[src/rtl/usb_hub_defines_pkg.sv]
// Shared USB hub definitions: scheduler state encodings and serial request types.
// Also carries the pre-existing REQUEST_SERIAL_DATA_TYPE_* defines consumed elsewhere in the hub.
`ifndef USB_HUB_DEFINES_SVH
`define USB_HUB_DEFINES_SVH
`define REQUEST_SERIAL_DATA_TYPE_TOKEN     2'd0
`define REQUEST_SERIAL_DATA_TYPE_DATA      2'd1
`define REQUEST_SERIAL_DATA_TYPE_HANDSHAKE 2'd2
`endif

package usb_hub_defines_pkg;

  localparam int USB_SCHED_STATE_W = 3;

  localparam logic [USB_SCHED_STATE_W-1:0] USB_SCHED_STATE_IDLE   = 3'd0;
  localparam logic [USB_SCHED_STATE_W-1:0] USB_SCHED_STATE_ARB    = 3'd1;
  localparam logic [USB_SCHED_STATE_W-1:0] USB_SCHED_STATE_POLL   = 3'd2;
  localparam logic [USB_SCHED_STATE_W-1:0] USB_SCHED_STATE_ACTIVE = 3'd3;
  localparam logic [USB_SCHED_STATE_W-1:0] USB_SCHED_STATE_GAP    = 3'd4;

endpackage

[src/rtl/usb_rr_arbiter.sv]
// Combinational round-robin arbiter: first requester strictly after i_ptr wins, wrapping.
// Requests masked by i_prio take precedence; pass all-ones for plain round-robin.
module usb_rr_arbiter #(
  parameter int NUM_PORTS = 4,
  parameter int PORT_W    = 2
) (
  input  logic [NUM_PORTS-1:0] i_req,
  input  logic [NUM_PORTS-1:0] i_prio,
  input  logic [PORT_W-1:0]    i_ptr,
  output logic [NUM_PORTS-1:0] o_grant,
  output logic [PORT_W-1:0]    o_id
);

  logic [NUM_PORTS-1:0] w_prio_req;
  logic [NUM_PORTS-1:0] w_cand;

  assign w_prio_req = i_req & i_prio;
  assign w_cand     = (|w_prio_req) ? w_prio_req : i_req;

  always_comb begin : p_pick
    logic [PORT_W-1:0] idx;
    // NOTE: every output gets a default before the loop so no path leaves it unassigned (no latch).
    o_grant = '0;
    o_id    = '0;
    idx     = '0;
    // Scan from farthest to nearest so the port closest after the pointer is the last to override.
    for (int k = NUM_PORTS; k >= 1; k--) begin
      idx = PORT_W'((int'(i_ptr) + k) % NUM_PORTS);
      if (w_cand[idx]) begin
        o_grant      = '0;
        o_grant[idx] = 1'b1;
        o_id         = idx;
      end
    end
  end

endmodule

[src/rtl/usb_host_poll_scheduler.sv]
// Shares one host USB transceiver among NUM_PORTS requesters: periodic poll, round-robin grant,
// timeout supervision and inter-transaction gap. Optional macro USB_POLL_PRIO_EN adds i_port_prio.
module usb_host_poll_scheduler
  import usb_hub_defines_pkg::*;
#(
  parameter int NUM_PORTS      = 4,
  parameter int PORT_W         = 2,
  parameter int POLL_PERIOD    = 1000,
  parameter int TIMEOUT_CYCLES = 255,
  parameter int GAP_CYCLES     = 8
) (
  input  logic                 clock,
  input  logic                 reset,
  input  logic                 i_enable,
  input  logic [NUM_PORTS-1:0] i_port_req,
  input  logic [NUM_PORTS-1:0] i_port_sdata,
  input  logic [NUM_PORTS-1:0] i_port_sval,
  input  logic [NUM_PORTS-1:0] i_port_slast,
  input  logic [NUM_PORTS-1:0] i_port_savail,
`ifdef USB_POLL_PRIO_EN
  input  logic [NUM_PORTS-1:0] i_port_prio,
`endif
  output logic [NUM_PORTS-1:0] o_port_req_serial,
  output logic [NUM_PORTS-1:0] o_grant,
  output logic [PORT_W-1:0]    o_grant_id,
  output logic                 o_poll_pulse,
  output logic                 o_tr_sdata,
  output logic                 o_tr_sval,
  output logic                 o_tr_slast,
  output logic                 o_tr_savail,
  input  logic                 i_tr_req_serial,
  input  logic                 i_tr_done,
  output logic                 o_timeout_err,
  output logic                 o_busy
);

  localparam int POLL_W  = $clog2(POLL_PERIOD);
  localparam int CNT_MAX = (TIMEOUT_CYCLES > GAP_CYCLES) ? TIMEOUT_CYCLES : GAP_CYCLES;
  localparam int CNT_W   = $clog2(CNT_MAX + 1);

  logic [USB_SCHED_STATE_W-1:0] r_state;
  logic [POLL_W-1:0]            r_poll_cnt;
  logic [CNT_W-1:0]             r_cnt;
  logic [PORT_W-1:0]            r_ptr;
  logic [NUM_PORTS-1:0]         r_grant;
  logic [PORT_W-1:0]            r_grant_id;
  logic                         r_poll_pulse;
  logic                         r_timeout_err;

  logic [NUM_PORTS-1:0] w_prio;
  logic [NUM_PORTS-1:0] w_arb_grant;
  logic [PORT_W-1:0]    w_arb_id;
  logic                 w_wrap;
  logic                 w_active;
  logic                 w_timeout;
  logic                 w_gap_done;

`ifdef USB_POLL_PRIO_EN
  assign w_prio = i_port_prio;
`else
  assign w_prio = '1;
`endif

  usb_rr_arbiter #(
    .NUM_PORTS (NUM_PORTS),
    .PORT_W    (PORT_W)
  ) u_arb (
    .i_req   (i_port_req),
    .i_prio  (w_prio),
    .i_ptr   (r_ptr),
    .o_grant (w_arb_grant),
    .o_id    (w_arb_id)
  );

  assign w_wrap     = i_enable && (r_poll_cnt == POLL_W'(POLL_PERIOD - 1));
  assign w_active   = (r_state == USB_SCHED_STATE_ACTIVE);
  assign w_timeout  = (r_cnt == CNT_W'(TIMEOUT_CYCLES - 1));
  assign w_gap_done = (r_cnt == CNT_W'(GAP_CYCLES - 1));

  // NOTE: all state updates use non-blocking assignments so every register sees pre-edge values.
  always_ff @(posedge clock) begin
    if (reset) begin
      r_state       <= USB_SCHED_STATE_IDLE;
      r_poll_cnt    <= '0;
      r_cnt         <= '0;
      r_ptr         <= PORT_W'(NUM_PORTS - 1);
      r_grant       <= '0;
      r_grant_id    <= '0;
      r_poll_pulse  <= 1'b0;
      r_timeout_err <= 1'b0;
    end else begin
      r_poll_pulse  <= 1'b0;
      r_timeout_err <= 1'b0;

      // Free-running poll timebase; wraps that land outside IDLE are simply ignored.
      if (!i_enable || w_wrap) r_poll_cnt <= '0;
      else                     r_poll_cnt <= r_poll_cnt + POLL_W'(1);

      case (r_state)
        USB_SCHED_STATE_IDLE: begin
          if (w_wrap && (|i_port_req)) r_state <= USB_SCHED_STATE_ARB;
        end
        USB_SCHED_STATE_ARB: begin
          if (|w_arb_grant) begin
            r_grant    <= w_arb_grant;
            r_grant_id <= w_arb_id;
            r_ptr      <= w_arb_id;
            r_state    <= USB_SCHED_STATE_POLL;
          end else begin
            r_state <= USB_SCHED_STATE_IDLE;
          end
        end
        USB_SCHED_STATE_POLL: begin
          r_poll_pulse <= 1'b1;
          r_cnt        <= '0;
          r_state      <= USB_SCHED_STATE_ACTIVE;
        end
        USB_SCHED_STATE_ACTIVE: begin
          // A completion in the final allowed cycle beats the timeout.
          if (i_tr_done || w_timeout) begin
            r_timeout_err <= !i_tr_done;
            r_grant       <= '0;
            r_cnt         <= '0;
            r_state       <= USB_SCHED_STATE_GAP;
          end else begin
            r_cnt <= r_cnt + CNT_W'(1);
          end
        end
        USB_SCHED_STATE_GAP: begin
          if (w_gap_done) r_state <= USB_SCHED_STATE_IDLE;
          else            r_cnt   <= r_cnt + CNT_W'(1);
        end
        default: r_state <= USB_SCHED_STATE_IDLE;
      endcase
    end
  end

  always_comb begin
    o_port_req_serial = '0;
    if (w_active) o_port_req_serial[r_grant_id] = i_tr_req_serial;
  end

  assign o_tr_sdata    = w_active & i_port_sdata[r_grant_id];
  assign o_tr_sval     = w_active & i_port_sval[r_grant_id];
  assign o_tr_slast    = w_active & i_port_slast[r_grant_id];
  assign o_tr_savail   = w_active & i_port_savail[r_grant_id];
  assign o_grant       = r_grant;
  assign o_grant_id    = r_grant_id;
  assign o_poll_pulse  = r_poll_pulse;
  assign o_timeout_err = r_timeout_err;
  assign o_busy        = (r_state != USB_SCHED_STATE_IDLE);

endmodule

[config.mk]
export PLATFORM = sky130hd
export DESIGN_NAME = usb_host_poll_scheduler
export DESIGN_NICKNAME = d
export VERILOG_FILES = /design/src/rtl/usb_hub_defines_pkg.sv /design/src/rtl/usb_rr_arbiter.sv /design/src/rtl/usb_host_poll_scheduler.sv
export SDC_FILE = /design/constraint.sdc
export NUM_CORES = 1
export LEC_CHECK = 0
export CAP_MARGIN = 0
export CORE_ASPECT_RATIO = 0.5
export CORE_MARGIN = 2
export CORE_UTILIZATION = 55
export DETAILED_ROUTE_END_ITERATION = 6
export PLACE_DENSITY = 0.91
export SKIP_CTS_REPAIR_TIMING = 1
export SLEW_MARGIN = 10
export SYNTH_ARGS = -nofsm -noshare
export SYNTH_HDL_FRONTEND = slang
export SYNTH_SLANG_ARGS = --single-unit
[constraint.sdc]
create_clock -name clock -period 6.1 [get_ports clock]
set_clock_uncertainty 0.1 [all_clocks]
set_input_delay 1.525 -clock clock [delete_from_list [all_inputs] [get_ports clock]]
set_output_delay 1.525 -clock clock [all_outputs]
set_load 0.05 [all_outputs]
After elaboration in Yosys (flattened, before gate mapping)
Cells that the tools add are included.

Register bits: 31. Output and inout bits: 17.

Reduce and logical (&&, ||, !) cells: 23. Multiplexer cells: 47. Bitwise logic cells: 7. Add/subtract/negate cells: 6. Equal/unequal tests: 12. $lt $le $gt $ge: 10.

Operators by type and width (number): 4-bit 2-to-1 mux (7); 8-bit case mux with 3 select lines (1); 1-bit binary-select mux with 2-bit select (8); 8-bit 2-to-1 mux (2); 2-bit by 3-bit < comparator with 1-bit output (second input constant) (5); 3-bit case mux with 5 select lines (1); 1-bit 2-to-1 mux (14); 10-bit by 1-bit adder with 10-bit output (second input constant) (1); 1-bit demux with 2-bit select (5); 10-bit equality test (second input constant) (1); 2-bit by 1-bit greater-or-equal comparator with 1-bit output (second input constant) (5); 2-bit 2-to-1 mux (5); 3-bit 2-to-1 mux (3); 8-bit by 1-bit adder with 8-bit output (second input constant) (1); 8-bit by 3-bit equality test with 1-bit output (second input constant) (1); 8-bit equality test (second input constant) (1); 2-bit != test (second input constant) (4); 4-bit case mux with 2 select lines (1); 4-bit OR reduction (2); 1-bit logical AND (7); 3-bit by 2-bit equality test with 1-bit output (second input constant) (2); 3-bit AND reduction (2); 3-bit nonzero test (2); 2-bit by 1-bit adder with 2-bit output (second input constant) (2); 14 further kinds (22).

Longest topological paths before layout
Word-level depth: 12. Depth in mapped cells: 11. Depth with buffers taken out: 8.

Hierarchy
A second synthesis with hierarchy kept.

Cell total of the unflattened synthesis: 263. Area, all modules: 2174.6 um^2.

By module, submodules not included: usb_host_poll_scheduler (times used 1, cells an instance 198, area an instance 1662.8 um^2); usb_rr_arbiter (times used 1, cells an instance 65, area an instance 511.7 um^2).

Least setup slack after synthesis
Ideal clock, no wire load.

Path kind: input to output. Start point: input i_tr_req_serial. End point: output o_port_req_serial[2]. Path slack: 1.717 ns. Stages on the path: 2. Arrival: 2.758 ns. Cell sequence: nand2_1 -> nor3b_1.

Word-level cells in the longest chain between the ends: 2.

Ends and longest elaborated chain: start: declaration (RTL line usb_host_poll_scheduler.sv:31) `input logic i_tr_req_serial,`; 4-bit AND (no line); 4-bit 2-to-1 mux (RTL line usb_host_poll_scheduler.sv:140) `if (w_active) o_port_req_serial[r_grant_id] = i_tr_req_serial;`; end: declaration (RTL line usb_host_poll_scheduler.sv:23) `output logic [NUM_PORTS-1:0] o_port_req_serial,`.

No other way between the ends.

Worst setup path after layout
Start point: input i_port_savail[2]. End point: output o_tr_savail.

Word-level cells in the longest chain between the ends: 3.

Ends and longest elaborated chain: start: declaration (RTL line usb_host_poll_scheduler.sv:19) `input logic [NUM_PORTS-1:0] i_port_savail,`; 1-bit binary-select mux with 2-bit select (RTL line usb_host_poll_scheduler.sv:146) `assign o_tr_savail = w_active & i_port_savail[r_grant_id];`; 1-bit 2-to-1 mux (implied by the code) (RTL line usb_host_poll_scheduler.sv:146); 1-bit AND (RTL line usb_host_poll_scheduler.sv:146); end: declaration (RTL line usb_host_poll_scheduler.sv:30) `output logic o_tr_savail,`.

No other way between the ends. The select of a mux whose other input is x is not followed.

==> results.json <==
{
  "finish.utilization_pct": 73.79,
  "synthCells": 237,
  "finalSetupViolations": 0,
  "first_global_vias": 1660,
  "fin_crit_ps": 4879,
  "multi_input_area_um2": 1425,
  "fillers": 257,
  "drv_cap": 0,
  "outcome": "finished clean",
  "syn_avg_cell_area_um2": 8.933,
  "syn_area_um2": 2117,
  "grt_max_degree": 22,
  "synth_edf_count": 0,
  "ys.flop_type": "dfxtp_1",
  "netlist.area_leader.share_pct": 29.31,
  "regArea_um2": 620.6,
  "netlist_top_cells_area": "dfxtp_1, mux4_2, ha_1",
  "powerDensity_nw_per_um2": 224.0,
  "n_antenna_cell": 0,
  "p_leak_uw": 0.0009494,
  "clock-sinks": 31,
  "setup_slack_ps": 1221,
  "synth_common_cells": "dfxtp_1, nor2_1, nand2_1",
  "cp-start-kind": "input port",
  "syn_nets": 272,
  "critPathMaxFanout": 1,
  "areaGrowthSynthToFinish_pct": 24.29,
  "overflow": 0,
  "cts_buffers": 5,
  "critPathKind": "in -> out",
  "crit_arrival_ps": 3250,
  "end_kind": "primary output",
  "slew_violations": 0,
  "track_usage_pct": 23.14,
  "clk_path_buf_depth": 2,
  "clk_pin_slew_worst_paths_ps": 70,
  "dr.pass1.iters": 4,
  "drt_iter0_markers": 80,
  "post_drt_wl_per_cell_um": 14.95,
  "ys_ff_latch": 31,
  "async_flop_share_pct": 0,
  "cts_htree_levels": 2,
  "min_path_type": "reg -> reg",
  "post-route-period-util_pct": 79.98,
  "power_uw": 589.4,
  "antenna_left": 0,
  "worst_path_max_delay_cell": "clkdlybuf4s50_1",
  "cts_root_buf": "clkbuf_8",
  "port_buffers": 41,
  "max_stage_delay_ps": 730,
  "start_util_pct": 59.37,
  "fmax_ghz": 0.2050,
  "die_h_um": 47.87,
  "path_cells": "clkdlybuf4s50_1 -> mux4_2 -> nor2b_1 -> clkdlybuf4s50_1",
  "preCtsSetupSlack_ps": 1215,
  "tritoncts": "yes",
  "slew_headroom_pct": 49.74,
  "hold_viol": 0,
  "fin_nets": 311,
  "synth_most_common_cell": "dfxtp_1",
  "fp.coreArea_um2": 3566,
  "totalWireLength_um": 4902,
  "insertion_delay_ps": 280,
  "grt_first_pass_wirelength_um": 7817,
  "holdWs_ps": 348.6,
  "via_per_inst": 5.774,
  "synth.distinct_cells": 46,
  "drc": 0,
  "antenna_found_initial": 0,
  "vias": 1894,
  "rows": 15,
  "place_congestion": 0.8936,
  "ys_seq_area_share_pct": 29.31,
  "worst_slew_pin_slew_ps": 752.8,
  "tns_ps": 0,
  "rsz0062_at_grt": "no",
  "critPathMostFrequentCell": "clkdlybuf4s50_1",
  "drive_above_1_share_pct": 7.942,
  "io_pins": 42,
  "die-area_um2": 4392,
  "yosysTopAreaCell": "dfxtp_1",
  "ir_drop_mv": 0.1214,
  "dp.final_hpwl_um": 3627,
  "critPathRequiredTime_ps": 4470,
  "yosysWarnings": 0,
  "die_w_um": 91.74
}
layer usage:
metal	up-vias	global-route usage, %	part of all wire (%)
met4	0	6.269	0.71
met1	896	28.48	45
met3	4	5.984	4.0
met2	44	42.50	51
met5	-	0	0
li1	950	-	-
flip-flops by register name (all words and copies together), names as in the netlist:
| register | cells |
|---|---|
| o_grant | 4 |
| o_grant_id | 2 |
| o_poll_pulse | 1 |
| o_timeout_err | 1 |
| r_cnt | 8 |
| r_poll_cnt | 10 |
| r_ptr | 2 |
| r_state | 3 |
critical path, delay by kind of cell:
family / cells / cell delay (ps)
buf+inv: 2 / 1140
mux: 1 / 450
simple gates: 1 / 140
through the flow:
step,instances,instance area [um^2]
4_1_cts,328,2631
2_1_floorplan,237,2117
3_5_place_dp,320,2542
6_report,328,2631
5_1_grt,328,2631
3_3_place_gp,320,2542
layout by cell type, fill, tap and decap left out, types with 6 or more instances in the layout:
master and n:
clkdlybuf4s50_1 41, dfxtp_1 31, nor2_1 25, nand2_1 17, a21oi_1 16, nor2b_1 14
nand4_1 11, xor2_1 11, ha_1 10, nand3_1 9, mux4_2 8, nor3_1 7
inv_1 6
final timing paths:
path,slack [ps],endpoint,depth (start not counted),start
max reg2reg,2290,o_grant_id[1],8,r_ptr[0]
min reg2reg,350,r_poll_cnt[0],1,r_poll_cnt[0]
max,1220,o_tr_savail,4,i_port_savail[2]
min,350,r_poll_cnt[0],1,r_poll_cnt[0]
area by class of cell:
class | instances | share of cell area (%)
flip-flops and latches | 31 | 23.59
clock inverters | 3 | 0.7608
inverters | 6 | 0.8559
multi-input cells | 191 | 54.16
clock buffers | 5 | 2.615
repair buffers | 41 | 15.60
well taps | 51 | 2.425
kinds of logic (layout without fill, tap and decap cells):
logic type	after synthesis	count (layout)	synth area share, %
mux	17	17	13.00
simple gates	108	108	27.48
buf+inv	15	55	3.368
flops	31	31	29.31
fa+ha+maj	10	10	5.910
xor+xnor	14	14	5.792
compound gates	42	42	15.13
power by group:
group / switching (uW) / internal, uW
Sequential: 18.0 / 210
Clock: 78.3 / 79.2
Combinational: 109 / 94.3
Power figures use the tool's default switching activity.
